==> config.mk <==
export PLATFORM = sky130hd
export DESIGN_NAME = iir_biquad_mac
export DESIGN_NICKNAME = d
export VERILOG_FILES = /design/src/rtl/iir_biquad_mac.sv
export SDC_FILE = /design/constraint.sdc
export NUM_CORES = 2
export LEC_CHECK = 0
export CAP_MARGIN = 20
export CORE_MARGIN = 2
export CORE_UTILIZATION = 60
export DETAILED_ROUTE_END_ITERATION = 8
export GPL_TIMING_DRIVEN = 0
export HOLD_SLACK_MARGIN = 0.1
export MAX_ROUTING_LAYER = met4
export PLACE_DENSITY_LB_ADDON = 0.1
export SYNTH_ARGS = -nofsm -noshare
export SYNTH_HDL_FRONTEND = slang
export SYNTH_SLANG_ARGS = --single-unit
export TNS_END_PERCENT = 100
==> constraint.sdc <==
create_clock -name clk -period 14.7 [get_ports clk]
set_input_delay 1.47 -clock clk [delete_from_list [all_inputs] [get_ports clk]]
set_output_delay 1.47 -clock clk [all_outputs]
set_load 0.03 [all_outputs]
==> src/rtl/iir_biquad_mac.sv <==
// rtl/iir_biquad_mac.sv - time-multiplexed biquad IIR section driving a registered coefficient ROM
module iir_biquad_mac #(
  parameter int DATA_W = 16,
  parameter int COEF_W = 32,
  parameter int FRAC   = 16,
  parameter int ACC_W  = 52
) (
  input  logic                     clk,
  input  logic                     reset,
  input  logic signed [DATA_W-1:0] x_in,
  input  logic                     x_valid,
  output logic [2:0]               coef_addr,
  input  logic signed [COEF_W-1:0] coef_data,
  output logic signed [DATA_W-1:0] y_out,
  output logic                     y_valid,
  output logic                     busy,
  output logic                     overrun
);

  localparam int PROD_W = DATA_W + COEF_W;
  localparam int R_W    = ACC_W - FRAC;

  typedef enum logic {IDLE, RUN} state_t;

  state_t                   state;
  logic signed [DATA_W-1:0] x_cur, x1, x2, y1, y2;
  logic signed [ACC_W-1:0]  acc;
  logic [2:0]               cnt;

  logic signed [DATA_W-1:0] operand;
  logic signed [PROD_W-1:0] prod;
  logic signed [ACC_W-1:0]  acc_next;
  logic signed [R_W-1:0]    r;
  logic signed [DATA_W-1:0] y_sat;

  // coef_data at step cnt belongs to the address issued one cycle earlier
  always_comb begin
    operand = y2;
    case (cnt)
      3'd1:    operand = x_cur;
      3'd2:    operand = x1;
      3'd3:    operand = x2;
      3'd4:    operand = y1;
      default: operand = y2;
    endcase
  end

  assign prod     = PROD_W'(coef_data) * PROD_W'(operand);
  assign acc_next = acc + {{(ACC_W-PROD_W){prod[PROD_W-1]}}, prod};
  // dropping the low FRAC bits is an arithmetic shift that rounds toward -inf
  assign r        = acc_next[ACC_W-1:FRAC];

  always_comb begin
    y_sat = r[DATA_W-1:0];
    if (!(&r[R_W-1:DATA_W-1]) && (|r[R_W-1:DATA_W-1])) begin
      if (r[R_W-1]) y_sat = {1'b1, {(DATA_W-1){1'b0}}};
      else          y_sat = {1'b0, {(DATA_W-1){1'b1}}};
    end
  end

  always_ff @(posedge clk) begin
    if (reset) begin
      state     <= IDLE;
      x_cur     <= '0;
      x1        <= '0;
      x2        <= '0;
      y1        <= '0;
      y2        <= '0;
      acc       <= '0;
      cnt       <= '0;
      coef_addr <= '0;
      y_out     <= '0;
      y_valid   <= 1'b0;
      busy      <= 1'b0;
      overrun   <= 1'b0;
    end else begin
      y_valid <= 1'b0;
      case (state)
        IDLE: begin
          if (x_valid) begin
            x_cur     <= x_in;
            acc       <= '0;
            cnt       <= '0;
            coef_addr <= 3'd0;
            busy      <= 1'b1;
            state     <= RUN;
          end
        end
        RUN: begin
          if (x_valid) overrun <= 1'b1;
          cnt       <= cnt + 3'd1;
          coef_addr <= (cnt >= 3'd3) ? 3'd4 : cnt + 3'd1;
          if (cnt >= 3'd1 && cnt <= 3'd4) acc <= acc_next;
          if (cnt == 3'd5) begin
            y_out     <= y_sat;
            y_valid   <= 1'b1;
            x2        <= x1;
            x1        <= x_cur;
            y2        <= y1;
            y1        <= y_sat;
            busy      <= 1'b0;
            coef_addr <= 3'd0;
            state     <= IDLE;
          end
        end
        default: state <= IDLE;
      endcase
    end
  end

endmodule

Word-level counts from Yosys, hierarchy flattened
Cells that the tools add are included.

Word-level logic and storage cells: 56. Output and inout port bits: 22. Input port bits: 51. Register bits after elaboration: 142.

$mul: 1. Magnitude comparators: 3. Bitwise gates (word level): 1. $add $sub $neg: 2. Muxes and demuxes: 18. Reduce and logical (&&, ||, !) cells: 11. Equality and inequality tests: 8.

Operators by type and width (number): 2-to-1 mux 52 bit (2); case mux 52 bit (2 select lines) (1); case mux 16 bit (4 select lines) (1); adder 52 bit (1); multiplier 32 x 16 -> 48 bit (1); 2-to-1 mux 16 bit (2); AND reduction 21 bit (1); OR reduction 21 bit (1); case mux 3 bit (2 select lines) (2); AND reduction 2 bit (5); 2-to-1 mux 3 bit (3); equality test 3 x 2 -> 1 bit (second input constant) (2); equality test 3 bit (second input constant) (2); 2-to-1 mux 1 bit (5); inequality test 2 x 1 -> 1 bit (second input constant) (2); case mux 1 bit (2 select lines) (2); adder 3 x 1 -> 3 bit (second input constant) (1); equality test 3 x 1 -> 1 bit (second input constant) (1); >= comparator 3 x 1 -> 1 bit (second input constant) (1); >= comparator 3 x 2 -> 1 bit (second input constant) (1); <= comparator 3 bit (second input constant) (1); logical AND 1 bit (2); inequality test 2 bit (second input constant) (1); OR reduction 2 bit (1); 2 further kinds (2).

Depth between registers and ports, before layout
Word-level depth: 8. Gate-level depth with buffers: 50. Depth with buffers taken out: 46.

Least setup slack after synthesis
Ideal clock, no wire load.

Path kind: reg2reg. Start point: register cnt[1]. End point: register y1[4]. Setup time: 0.078 ns. Stages on the path, launching flop included: 45. Period minus slack after synthesis: 10.671 ns. Path buffers: 4. Arrival: 10.593 ns. Data required time: 14.622 ns. Setup slack: 4.029 ns. Cell sequence: dfxtp_1 > inv_1 > ha_1 > or2_2 > o31a_1 > clkbuf_1 > a31oi_1 > clkbuf_1 > nand2_1 > fa_1 > fa_1 > fa_1 > fa_1 > inv_1 > fa_1 > inv_1 > fa_1 > inv_1 > (+9 left out) > nor3_1 > a211o_1 > a21oi_1 > xnor2_1 > ha_1 > clkbuf_1 > and2_1 > a311o_1 > nor3b_1 > nand3_1 > a21o_1 > o31a_1 > o311ai_1 > nand4_1 > o21ai_2 > buf_6 > a21oi_1 > nor3_1.

Cells in the longest elaborated chain, start to end: 8. Elaborated cells between the ends (all ways): 15. Those cells by class: add/sub (1); mul (1); eq/ne (5); mux (3); reduce/logical (5).

Ends and longest elaborated chain: start: declaration (RTL line 28) `logic [2:0] cnt;`; start signal: assignment (RTL line 91) `cnt <= cnt + 3'd1;`; equality test 3 bit, or another cell as far along (RTL line 39) `case (cnt)`; case mux 16 bit (4 select lines) (RTL line 39); multiplier 32 x 16 -> 48 bit (RTL line 48) `assign prod = PROD_W'(coef_data) * PROD_W'(operand);`; adder 52 bit (RTL line 49) `assign acc_next = acc + {{(ACC_W-PROD_W){prod[PROD_W-1]}}, prod};`; AND reduction 21 bit (RTL line 55) `if (!(&r[R_W-1:DATA_W-1]) && (|r[R_W-1:DATA_W-1])) begin`; logical NOT 1 bit (RTL line 55); logical AND 1 bit (RTL line 55); 2-to-1 mux 16 bit (RTL line 55); end signal: assignment (RTL line 100) `y1 <= y_sat;`; end: declaration (RTL line 26) `logic signed [DATA_W-1:0] x_cur, x1, x2, y1, y2;`.

Parallel ways exist; a longest one is shown, timed or not. A chain may end at the register's enable or synchronous reset.

Worst setup path after layout
Start point: register cnt[0]. End point: register y1[4].

The elaborated chain is that of the path after synthesis.

==> metrics.yaml <==
tightest_slew_ns: 1.23
setup_violations: 0
post-route-worst-setup-slack_ns: 0.835
chipHeight_um: 214
avgSynthCellArea_um2: 8.32
clk_latency_ns: 0.44
yosys_warnings: 0
nNetsFinal: 3981
max_stage_delay_ns: 0.95
drtIter0Drc: 2044
grt-ovfl-total: 0
synth.area.top_cells: "fa_1 37%, dfxtp_1 11%, ha_1 8.1%"
hold_viol: 0
die_width_um: 214
maxSlewHeadroom_pct: 17.3
clock_skew_ns: 0.0185
cts_setup_buffers: 0
track_usage_pct: 39.0
post-route-drc-count: 0
critPathCaptureType: "flip-flop"
via_per_inst: 5.86
antenna_found_initial: 4
yosysSeqAreaShare_pct: 10.8
routed_wl_um: 83200
crit_type: "reg2reg"
cp_data_arrival_time_ns: 14.21
setup.worst_path.start_class: "flip-flop"
grt_pass1_wl_um: 130000
numCtsBuffers: 17
cts_sinks: 142
slowest_stage: "a31oi_1"
clockBufferDepth: 2
cts_max_level: 4
synth_edf_count: 0
fp-row-count: 76
finalMaxSlewViolations: 0
postPlaceCellArea_um2: 27900
mappedNetlistNets: 3884
async_reset_ff_share_pct: 0
dieArea_um2: 45700
first_global_vias: 23000
cts_tree: "yes"
dp_slack_ns: 1.11
final_area_um2: 28500
hpwlAfterDp_um: 68600
postSynthCellCount: 3176
required_ns: 15.05
gp_congestion: 0.981
synth_area_um2: 26400
rsz0062_at_grt: "false"
cts_root_buf: "clkbuf_16"
core_area_um2: 43300
yosysMostFrequentCell: "inv_1"
routedWlPerCell_um: 21.5
synth_top_area_share_pct: 36.9
synth-seq-cells: 142
path_clk_slew_ns: 0.07
antenna_left: 0
holdCritPathClass: "reg2reg"
grt_max_degree: 17
synthToLayoutAreaGrowth_pct: 7.94
drtPass1Iterations: 6
io_buffers: 71
vias: 22700
ios: 73
fillers: 3718
drive_gt1_share_pct: 3.16
initial_utilization_pct: 61.0
status: "finished clean"
fin_tns_setup_ns: 0
yosys.cell_types.count: 73
synthFlopType: "dfxtp_1"
max-cap-violations: 0
cp_max_fo: 10
synth_top_cell_by_area: "fa_1"
clock.fmax_mhz: 72.1
period_minus_slack_ns: 13.86
min_period_over_period_pct: 94.3
yosys-top-cells-count: "558 x inv_1, 533 x nand2_1, 487 x fa_1, 196 x a21oi_1, 170 x ha_1"
## registers in the layout (all words and copies together), names as in the netlist
register	cells
x1	16
busy	1
y_valid	1
x2	16
overrun	1
coef_addr	3
x_cur	16
state	1
acc	52
cnt	3
y1	16
y2	16
## placed cells by master, fill, tap and decap left out, drive strengths merged, types with 37 or more instances in the layout
cell type / synthesis / layout
a21o: 55 / 55
a21oi: 206 / 206
a22oi: 37 / 37
a31oi: 43 / 43
and2: 157 / 157
clkbuf: 147 / 165
clkdlybuf4s50: 0 / 71
dfxtp: 142 / 142
fa: 487 / 487
ha: 170 / 170
inv: 558 / 565
nand2: 533 / 533
nand3: 61 / 61
nor2: 127 / 127
nor2b: 48 / 48
o21ai: 49 / 49
xnor2: 64 / 64
## timing repair
item	4_1_cts	5_1_grt
endpoints found under the setup margin	0	1
hold buffers	0	0
resized for setup	0	1
endpoints found under the hold margin	0	0
## area by class of cell
class	instances	area, um^2	share of cell area, %
Multi-Input combinational cell	2303	20800	72.9
Sequential cell	142	2840	9.97
Inverter	558	2090	7.35
Timing Repair Buffer	78	761	2.67
Tap cell	585	732	2.57
Buffer	173	702	2.46
Clock buffer	18	429	1.51
Clock inverter	14	151	0.531
Antenna cell	7	17.5	0.0614
## worst max-delay path: cells and delay by family (launching register included)
kind	cells	cell delay (ns)
AOI/OAI and AO/OA	17	5.51
adders and majority gates	10	3.74
buffers and inverters	9	2.24
and+or+nand+nor	8	1.54
DFF	1	0.51
xor gates and xnor gates	1	0.19
## cells by family (layout without fill, tap and decap cells)
| family | count (synthesis) | count (layout) | share of synthesized area (%) |
|---|---|---|---|
| XOR/XNOR | 97 | 97 | 3.22 |
| buffers and inverters | 731 | 841 | 10.6 |
| adder cells (fa/ha/maj) | 657 | 657 | 45.0 |
| multiplexers | 3 | 3 | 0.137 |
| AND/OR/NAND/NOR | 1050 | 1050 | 18.3 |
| flip-flops | 142 | 142 | 10.8 |
| other | 0 | 7 | 0 |
| AO/OA/AOI/OAI | 496 | 496 | 12.0 |
## routing by layer
metal  global-route usage, %  routed length (um)
met3                    6.91                7130
met1                    51.2               34000
met5                       -                   0
met4                    14.7                3670
met2                    60.6               38500
## worst paths after layout
check / from / end / slack, ns / cells after the start
setup reg to reg: cnt[0] / y1[4] / 0.84 / 45
hold / removal: y2[4] / y2[4] / 0.45 / 2
setup / recovery: cnt[0] / y1[4] / 0.84 / 45
hold reg to reg: y2[4] / y2[4] / 0.45 / 2
## metrics by stage
stage               utilization, %  instances  hold slack, ns
floorplan                        -       3176           0.433
global placement              64.4       3832           0.440
detailed placement            64.5       3839           0.447
CTS                           65.8       3871           0.456
global route                  65.9       3874           0.468
finish                        65.9       3878           0.454
Power is left out: the tool's default activity adds up to more than one toggle a clock period on the data nets, which glitch-free logic cannot reach.
